File: src/rtl/fe_ibuf.sv
// Front-end instruction buffer: DEPTH-entry circular queue between I-cache fill and decode.
// Define FE_IBUF_BYPASS_EN to present fill lanes to decode in the same cycle when the queue is empty.
module fe_ibuf #(
  parameter int unsigned DEPTH   = 8,
  parameter int unsigned ENQ_W   = 2,
  parameter int unsigned DEQ_W   = 2,
  parameter int unsigned PC_W    = 32,
  parameter int unsigned INSTR_W = 32,
  parameter int unsigned SEQ_W   = 8
) (
  input  logic                         clk,
  input  logic                         reset,
  input  logic                         fill_valid,
  input  logic [$clog2(ENQ_W+1)-1:0]   fill_cnt,
  input  logic [ENQ_W*PC_W-1:0]        fill_pc,
  input  logic [ENQ_W*INSTR_W-1:0]     fill_instr,
  output logic                         fill_ready,
  input  logic                         flush,
  input  logic                         decode_ready_de0,
  output logic [DEQ_W-1:0]             valid_fe1,
  output logic [DEQ_W*PC_W-1:0]        pc_fe1,
  output logic [DEQ_W*INSTR_W-1:0]     instr_fe1,
  output logic [DEQ_W*SEQ_W-1:0]       seq_fe1,
  output logic [$clog2(DEPTH+1)-1:0]   occupancy
);

  localparam int unsigned PTR_W = $clog2(DEPTH);
  localparam int unsigned CNT_W = $clog2(ENQ_W+1);
  localparam int unsigned OCC_W = $clog2(DEPTH+1);

  logic [PC_W-1:0]    r_pc    [DEPTH];
  logic [INSTR_W-1:0] r_instr [DEPTH];
  logic [SEQ_W-1:0]   r_seq   [DEPTH];
  logic [PTR_W-1:0]   r_head;
  logic [PTR_W-1:0]   r_tail;
  logic [OCC_W-1:0]   r_occ;
  logic [SEQ_W-1:0]   r_next_seq;

  logic               w_enq;
  logic [OCC_W-1:0]   w_enq_cnt;
  logic [OCC_W-1:0]   w_qcnt;
  logic [OCC_W-1:0]   w_skip;
  logic [OCC_W-1:0]   w_deq_cnt;
  logic [OCC_W-1:0]   w_wr_cnt;

  assign fill_ready = (OCC_W'(DEPTH) - r_occ) >= OCC_W'(ENQ_W);
  assign w_enq      = fill_valid & fill_ready & ~flush;
  assign w_enq_cnt  = w_enq ? OCC_W'(fill_cnt) : '0;
  assign occupancy  = r_occ;

  always_comb begin
    valid_fe1 = '0;
    pc_fe1    = '0;
    instr_fe1 = '0;
    seq_fe1   = '0;
    w_qcnt    = '0;
    w_skip    = '0;
    for (int unsigned i = 0; i < DEQ_W; i++) begin
      if (r_occ > OCC_W'(i)) begin
        valid_fe1[i]                   = 1'b1;
        pc_fe1[i*PC_W +: PC_W]         = r_pc[r_head + PTR_W'(i)];
        instr_fe1[i*INSTR_W +: INSTR_W] = r_instr[r_head + PTR_W'(i)];
        seq_fe1[i*SEQ_W +: SEQ_W]      = r_seq[r_head + PTR_W'(i)];
        w_qcnt                         = w_qcnt + OCC_W'(1);
      end
    end
`ifdef FE_IBUF_BYPASS_EN
    // Empty queue: lanes come straight from the fill beat; consumed lanes are never written.
    if ((r_occ == '0) && w_enq) begin
      for (int unsigned i = 0; i < DEQ_W; i++) begin
        if ((i < ENQ_W) && (OCC_W'(i) < w_enq_cnt)) begin
          valid_fe1[i]                    = 1'b1;
          pc_fe1[i*PC_W +: PC_W]          = fill_pc[i*PC_W +: PC_W];
          instr_fe1[i*INSTR_W +: INSTR_W] = fill_instr[i*INSTR_W +: INSTR_W];
          seq_fe1[i*SEQ_W +: SEQ_W]       = r_next_seq + SEQ_W'(i);
          if (decode_ready_de0) w_skip = w_skip + OCC_W'(1);
        end
      end
    end
`endif
  end

  assign w_deq_cnt = (decode_ready_de0 & ~flush) ? w_qcnt : '0;
  assign w_wr_cnt  = w_enq_cnt - w_skip;

  always_ff @(posedge clk or negedge reset) begin
    if (!reset) begin
      r_head     <= '0;
      r_tail     <= '0;
      r_occ      <= '0;
      r_next_seq <= '0;
    end else if (flush) begin
      r_head <= r_tail;
      r_occ  <= '0;
    end else begin
      r_tail     <= r_tail + PTR_W'(w_wr_cnt);
      r_head     <= r_head + PTR_W'(w_deq_cnt);
      r_occ      <= r_occ + w_wr_cnt - w_deq_cnt;
      r_next_seq <= r_next_seq + SEQ_W'(w_enq_cnt);
    end
  end

  // Storage needs no reset; lanes below w_skip were consumed by bypass and keep their seq numbering.
  always_ff @(posedge clk) begin
    for (int unsigned i = 0; i < ENQ_W; i++) begin
      if ((OCC_W'(i) >= w_skip) && (OCC_W'(i) < w_enq_cnt)) begin
        r_pc[r_tail + PTR_W'(i) - PTR_W'(w_skip)]    <= fill_pc[i*PC_W +: PC_W];
        r_instr[r_tail + PTR_W'(i) - PTR_W'(w_skip)] <= fill_instr[i*INSTR_W +: INSTR_W];
        r_seq[r_tail + PTR_W'(i) - PTR_W'(w_skip)]   <= r_next_seq + SEQ_W'(i);
      end
    end
  end

  a_fill_cnt_legal: assert property (@(posedge clk) disable iff (!reset)
    fill_valid |-> (fill_cnt <= CNT_W'(ENQ_W)));

endmodule

File: config.mk
export PLATFORM = sky130hd
export DESIGN_NAME = fe_ibuf
export DESIGN_NICKNAME = d
export VERILOG_FILES = /design/src/rtl/fe_ibuf.sv
export SDC_FILE = /design/constraint.sdc
export NUM_CORES = 1
export LEC_CHECK = 0
export BUFFER_PORTS_ARGS = -buffer_cell sky130_fd_sc_hd__clkbuf_2
export CAP_MARGIN = 20
export CORE_ASPECT_RATIO = 1.5
export CORE_MARGIN = 1
export CORE_UTILIZATION = 40
export CTS_BUF_LIST = sky130_fd_sc_hd__clkbuf_4 sky130_fd_sc_hd__clkbuf_8
export DETAILED_ROUTE_END_ITERATION = 8
export PLACE_DENSITY = 0.61
export REMOVE_ABC_BUFFERS = 1
export SYNTH_ARGS = -nofsm -noshare
export SYNTH_HDL_FRONTEND = slang
export SYNTH_SLANG_ARGS = --single-unit
File: constraint.sdc
create_clock -name clk -period 11.9 [get_ports clk]
set_input_delay 1.785 -clock clk [delete_from_list [all_inputs] [get_ports clk]]
set_output_delay 1.785 -clock clk [all_outputs]
set_load 0.05 [all_outputs]
==> flow_metrics.py, run 1 <==
metrics = {
    "status": {
        "status": "finished clean",
    },
    "setup_path": {
        "cp_slowest_stage_delay_ns": 0.90,
        "slowest_stage": "dfrtp_4",
        "regToRegSetupSlack_ns": 6.75,
        "cp_data_arrival_time_ns": 4.66,
        "worstPathRequired_ns": 10.12,
        "path_cells": "buf_4 > buf_12 > mux4_2 > mux2i_1 > nor2_1 > clkbuf_2",
        "r2r_start": "occupancy[0]",
        "worstSetupPathType": "reg2out",
        "crit_path_max_fanout": 132,
        "r2r_end": "r_instr[3][14]",
        "end_kind": "output port",
        "cp-start-kind": "flip-flop",
        "r2r_cells": 10,
    },
    "cells_and_area": {
        "num-fill-cells": 7786,
        "area_growth_pct": 12.2,
        "final_cells": 3683,
        "drive_above_1_share_pct": 50.8,
        "design_area_um2": 39600,
        "finalNetCount": 2616,
    },
    "clock_tree": {
        "cts-root-buf": "clkbuf_8",
        "cts_made_buffers": 96,
        "cts.clk_slew.worst_paths_ns": 0.07,
        "holdBufCountCts": 0,
        "htreeDepth": 3,
        "clk_latency_ns": 0.74,
        "postCtsSetupBuffers": 0,
        "clock_path_buffers": 3,
        "cts_tree": "built",
        "cts_sinks": 594,
        "cts_resized": 0,
    },
    "synthesis": {
        "netlist_area_um2": 35300,
        "ys_types": 50,
        "ys.flop_type": "edfxtp_1",
        "synth_area_leaders": "edfxtp_1, mux4_2, mux2_2",
        "ys_seq_elements": 594,
        "syn_inst": 2204,
        "syn_area_per_cell_um2": 16.0,
        "synth_edf_count": 576,
        "ys_async_sr_fraction_pct": 3.03,
        "yosysWarnings": 0,
        "seq_area_frac_synth_pct": 50.3,
        "synth_top_cell_area_share_pct": 49.0,
        "synth_top_cell_by_area": "edfxtp_1",
    },
    "global_route": {
        "grt_pass1_vias": 23791,
        "grt_first_pass_wirelength_mm": 157,
        "antenna_found_initial": 17,
        "grt_max_degree": 133,
        "grt_usage_pct": 24.1,
        "grt-ovfl-total": 0,
    },
    "flow_run": {
        "drv_cap": 0,
    },
    "timing": {
        "rsz0062_at_grt": "no",
        "finalClockSkew_ns": 0.0443,
        "setup_ws_ns": 5.45,
        "hold_violations": 0,
        "slew-limit-headroom_pct": 23.9,
        "period_minus_slack_ns": 6.45,
        "worst_pin_slew_ns": 1.14,
        "fin_tns_setup_ns": 0,
        "max_freq_ghz": 0.155,
        "finalSetupViolCount": 0,
        "period_share_pct": 54.2,
        "drv_slew": 0,
    },
    "die": {
        "io_pins": 286,
        "initial_core_util_pct": 40.3,
        "die_w_um": 244,
        "core_area_um2": 87500,
        "fp.dieArea_um2": 89400,
        "rows": 133,
        "die_y_um": 366,
    },
    "place": {
        "gp_congestion": 0.810,
        "post_dp_cell_area_um2": 37800,
        "hpwl_mm": 60.9,
        "numPortBuffers": 285,
        "placed_cells": 3508,
        "place_ws_ns": 6.15,
    },
    "detailed_routing": {
        "ant_nets": 0,
        "wire_per_inst_um": 29.4,
        "drc": 0,
        "drt_first_pass_iters": 7,
        "drt_iter0_markers": 1765,
        "wirelength_mm": 108,
        "vias_per_cell": 6.03,
        "vias": 22220,
    },
    "hold_path": {
        "hold_depth": 1,
        "holdPathEnd": "r_next_seq[7]",
        "hp-class": "reg2reg",
        "hold_path.startpoint": "r_next_seq[7]",
    },
    "pwr": {
        "p_leak_nw": 13.5,
        "power.density_nw_per_um2": 268,
        "max-vdd-ir-drop_mv": 0.354,
    },
}
==> flip-flops by register name, summed over array words and instances, names as in the netlist <==
name,count
occupancy,4
r_head,3
r_instr,256
r_next_seq,8
r_pc,256
r_seq,64
r_tail,3
==> report_power, final <==
group / internal (mW) / leakage (nW) / switching (mW)
Sequential: 2.60 / 5.43 / 0.211
Combinational: 1.89 / 7.18 / 4.18
Clock: 0.886 / 0.944 / 0.852
==> how the worst max path moves through the flow <==
stage                    from            end  slack (ns)  cells past startpoint
floorplan           r_head[0]  instr_fe1[63]       -3.82                      4
global placement        flush  r_instr[1][1]        6.21                      8
detailed placement  r_head[0]     pc_fe1[43]        6.15                      6
CTS                 r_head[0]     pc_fe1[43]        5.33                      6
global route        r_head[0]  instr_fe1[15]        5.19                      6
finish              r_head[0]  instr_fe1[15]        5.45                      6
==> metrics by stage <==
step                      hold WS [ns]  utilization (%)  power (mW)
after CTS                        0.689             45.2        10.7
final                            0.689             45.2        10.6
after global routing             0.742             45.2        11.1
after global placement           0.664             43.1        8.89
after floorplan                  0.582                -        7.79
after detailed placement         0.680             43.1        8.96
==> routing by layer <==
metal	share of wire (%)	track usage [%]	routed length, µm
met5	0.094	0	102
met4	3.1	9.06	3330
met3	6.2	3.75	6670
met2	51	42.4	55700
met1	39	29.6	42600
==> cell usage in the layout (no fill, tap or decap), drive strengths merged, types with 2 or more instances in the layout <==
master | synthesis | final
a2111oi | 3 | 3
a211oi | 2 | 2
a21o | 2 | 2
a21oi | 80 | 80
and3 | 2 | 2
buf | 113 | 49
bufinv | 0 | 2
clkbuf | 64 | 406
clkinv | 1 | 38
clkinvlp | 0 | 3
dfrtp | 18 | 18
diode | 0 | 8
edfxtp | 576 | 576
fa | 5 | 5
ha | 17 | 17
inv | 24 | 28
mux2 | 517 | 517
mux2i | 73 | 73
mux4 | 288 | 288
nand2 | 166 | 166
nand3 | 29 | 29
nand3b | 2 | 2
nand4 | 9 | 9
nor2 | 94 | 94
nor2b | 3 | 3
nor3 | 9 | 9
nor3b | 2 | 2
nor4 | 3 | 3
o211ai | 5 | 5
o21ai | 18 | 18
o31ai | 2 | 2
o41ai | 2 | 2
or2 | 2 | 2
xnor2 | 42 | 42
xor2 | 21 | 21
==> layout make-up <==
cell class,count,area [µm²],area share [%]
antenna,8,20.0,0.0506
clock buffer,121,1530,3.88
clock inverter,46,269,0.680
inverter,25,93.8,0.237
multi-input combinational,1408,16700,42.1
sequential,594,17800,44.9
tap,1147,1440,3.63
timing repair buffer,334,1810,4.57
==> critical path, delay by kind of cell (launching register included) <==
| kind | cells | cell delay, ns |
|---|---|---|
| and+or+nand+nor | 1 | 0.06 |
| muxes | 2 | 0.80 |
| buffers and inverters | 3 | 1.83 |
| DFF | 1 | 0.90 |
==> kinds of logic (layout without fill, tap and decap cells) <==
family,after synthesis,count (layout),share of synthesized area [%]
other,0,8,0
flip-flops,594,594,50.3
AND/OR/NAND/NOR,329,329,3.95
XOR/XNOR,63,63,1.56
multiplexers,878,878,38.2
adder cells (fa/ha/maj),22,22,0.887
buffers and inverters,202,526,2.98
AO/OA/AOI/OAI,116,116,2.05
==> cell usage after synthesis, types with 2 or more instances <==
library cell,instances
a211oi_2,2
buf_6,28
mux2_4,120
nor2_1,94
nand3b_1,2
mux4_2,288
nand4_1,9
a21oi_1,80
dfrtp_1,18
nor3b_1,2
buf_1,34
nor4_1,2
clkbuf_1,64
nand3_1,29
edfxtp_1,576
o41ai_1,2
o31ai_1,2
inv_1,24
xor2_1,21
or2_2,2
nor2b_1,3
mux2_2,371
ha_1,17
buf_2,44
fa_1,5
a2111oi_4,3
buf_4,7
o211ai_2,4
mux2i_1,73
xnor2_1,42
mux2_1,26
nor3_1,9
o21ai_0,18
and3_1,2
nand2_1,166
Note: power is estimated with default switching activity, not from simulation.
==> inputs of run 2 (changes only) <==
Clock period 11.9 ns to 5.95 ns, I/O delays scaled along.
==> run 2 against run 1 <==
  * Core utilization grew 0.11 points
  * Wire length shrank 0.66%
  * Via count decreased by 0.62%
  * Power is 100% higher
==> flow_metrics.py, run 2 (synthesized netlist as in run 1, its figures left out) <==
metrics = {
    "status": {
        "status": "finished clean",
    },
    "cells_and_area": {
        "drive_above_1_share_pct": 50.9,
        "finalNetCount": 2609,
        "design_area_um2": 39700,
        "num-fill-cells": 7819,
        "mostFrequentLayoutCell": "edfxtp_1",
        "mostFrequentLayoutCells": "edfxtp_1, mux2_2, mux4_2",
        "area_growth_pct": 12.5,
        "largestRegisters": "r_instr: 256 flops, r_pc: 256 flops, r_seq: 64 flops",
    },
    "place": {
        "numPortBuffers": 285,
        "gp_congestion": 0.804,
        "place_ws_ns": 1.66,
        "hpwl_mm": 62.7,
        "post_dp_cell_area_um2": 37900,
    },
    "global_route": {
        "grt-ovfl-total": 0,
        "antenna_found_initial": 23,
        "grt_first_pass_wirelength_mm": 157,
        "grt_max_degree": 151,
        "grt_usage_pct": 24.0,
        "grt_pass1_vias": 23743,
    },
    "timing": {
        "drv_slew": 0,
        "finalClockSkew_ns": 0.0337,
        "max_freq_ghz": 0.205,
        "slew-limit-headroom_pct": 22.6,
        "worst_pin_slew_ns": 1.16,
        "hold_violations": 0,
        "finalSetupViolCount": 0,
        "setup_ws_ns": 1.07,
        "period_minus_slack_ns": 4.88,
        "rsz0062_at_grt": "no",
        "period_share_pct": 82.1,
        "worst_hold_slack_ns": 0.102,
    },
    "detailed_routing": {
        "ant_nets": 0,
        "drc": 0,
        "drt_first_pass_iters": 5,
        "wirelength_mm": 108,
        "wire_per_inst_um": 29.3,
        "drt_iter0_markers": 1582,
        "vias_per_cell": 6.01,
        "vias": 22083,
    },
    "clock_tree": {
        "cts.clk_slew.worst_paths_ns": 0.06,
        "cts_tree": "built",
        "cts_made_buffers": 92,
        "htreeDepth": 3,
        "postCtsSetupBuffers": 0,
        "cts_sinks": 594,
        "cts_resized": 0,
        "clk_latency_ns": 0.74,
        "cts-root-buf": "clkbuf_8",
        "holdBufCountCts": 0,
        "clock_path_buffers": 3,
    },
    "setup_path": {
        "cp_data_arrival_time_ns": 3.99,
        "critical_path_buf_inv_count": 2,
        "path_delay_family": "adder cells",
        "regToRegSetupSlack_ns": 1.65,
        "end_kind": "output port",
        "slowest_stage": "ha_4",
        "worstPathRequired_ns": 5.06,
        "crit_path_max_fanout": 45,
        "worstSetupPathType": "reg2out",
        "cp_slowest_stage_delay_ns": 0.94,
        "r2r_end": "r_instr[7][20]",
        "r2r_start": "occupancy[0]",
        "cp-start-kind": "flip-flop",
        "r2r_cells": 9,
        "path_cells": "ha_4 > buf_4 > mux4_2 > nand2_1 > a21oi_1 > clkbuf_2",
    },
    "die": {
        "fp.dieArea_um2": 89400,
        "core_area_um2": 87500,
        "die_w_um": 244,
        "die_y_um": 366,
        "rows": 133,
        "initial_core_util_pct": 40.3,
        "io_pins": 286,
    },
    "flow_run": {
        "drv_cap": 0,
    },
    "pwr": {
        "p_leak_nw": 13.6,
        "power.density_nw_per_um2": 534,
        "total_power_mw": 21.2,
        "max-vdd-ir-drop_mv": 0.454,
    },
    "hold_path": {
        "hp-class": "in2async",
    },
}
==> run 2: final cells by class <==
type,instances,area [µm²],area share [%]
flip-flops and latches,594,17800,44.8
multi-input cells,1408,16700,42.0
repair buffers,331,1960,4.94
clock buffers,123,1510,3.81
well taps,1147,1440,3.62
clock inverters,39,238,0.599
inverters,25,93.8,0.237
diodes,8,20.0,0.0505
==> run 2: routing by layer <==
| metal | wire (µm) | share of wire (%) | GRT usage, % | vias to the layer above |
|---|---|---|---|---|
| li1 | - | - | - | 9310 |
| met1 | 42200 | 39 | 28.9 | 11721 |
| met2 | 55900 | 52 | 42.7 | 831 |
| met3 | 6430 | 6.0 | 4.36 | 199 |
| met4 | 2960 | 2.7 | 8.88 | 22 |
| met5 | 138 | 0.13 | 0 | - |
==> run 2: through the flow <==
step | cells | setup TNS (ns) | util (%)
finish | 3675 | 0 | 45.3
global placement | 3504 | 0 | 43.3
global route | 3674 | 0 | 45.3
CTS | 3667 | 0 | 45.3
floorplan | 2027 | -2978.96 | -
detailed placement | 3505 | 0 | 43.3
==> run 2: worst max-delay path by stage <==
| stage | startpoint | to | slack, ns | depth (start not counted) |
|---|---|---|---|---|
| after floorplan | r_head[0] | instr_fe1[63] | -8.88 | 4 |
| after global placement | flush | r_instr[6][4] | 1.65 | 6 |
| after detailed placement | occupancy[0] | r_instr[4][4] | 1.66 | 9 |
| after CTS | r_head[0] | pc_fe1[56] | 0.91 | 6 |
| after global routing | r_head[0] | instr_fe1[62] | 0.89 | 6 |
| final | r_head[0] | pc_fe1[53] | 1.07 | 6 |
==> run 2: report_power, final <==
group	switching, mW	total (mW)	internal, mW	leakage (nW)
Sequential	0.425	5.62	5.19	5.43
Clock	1.67	3.41	1.73	0.925
Combinational	8.33	12.2	3.83	7.21
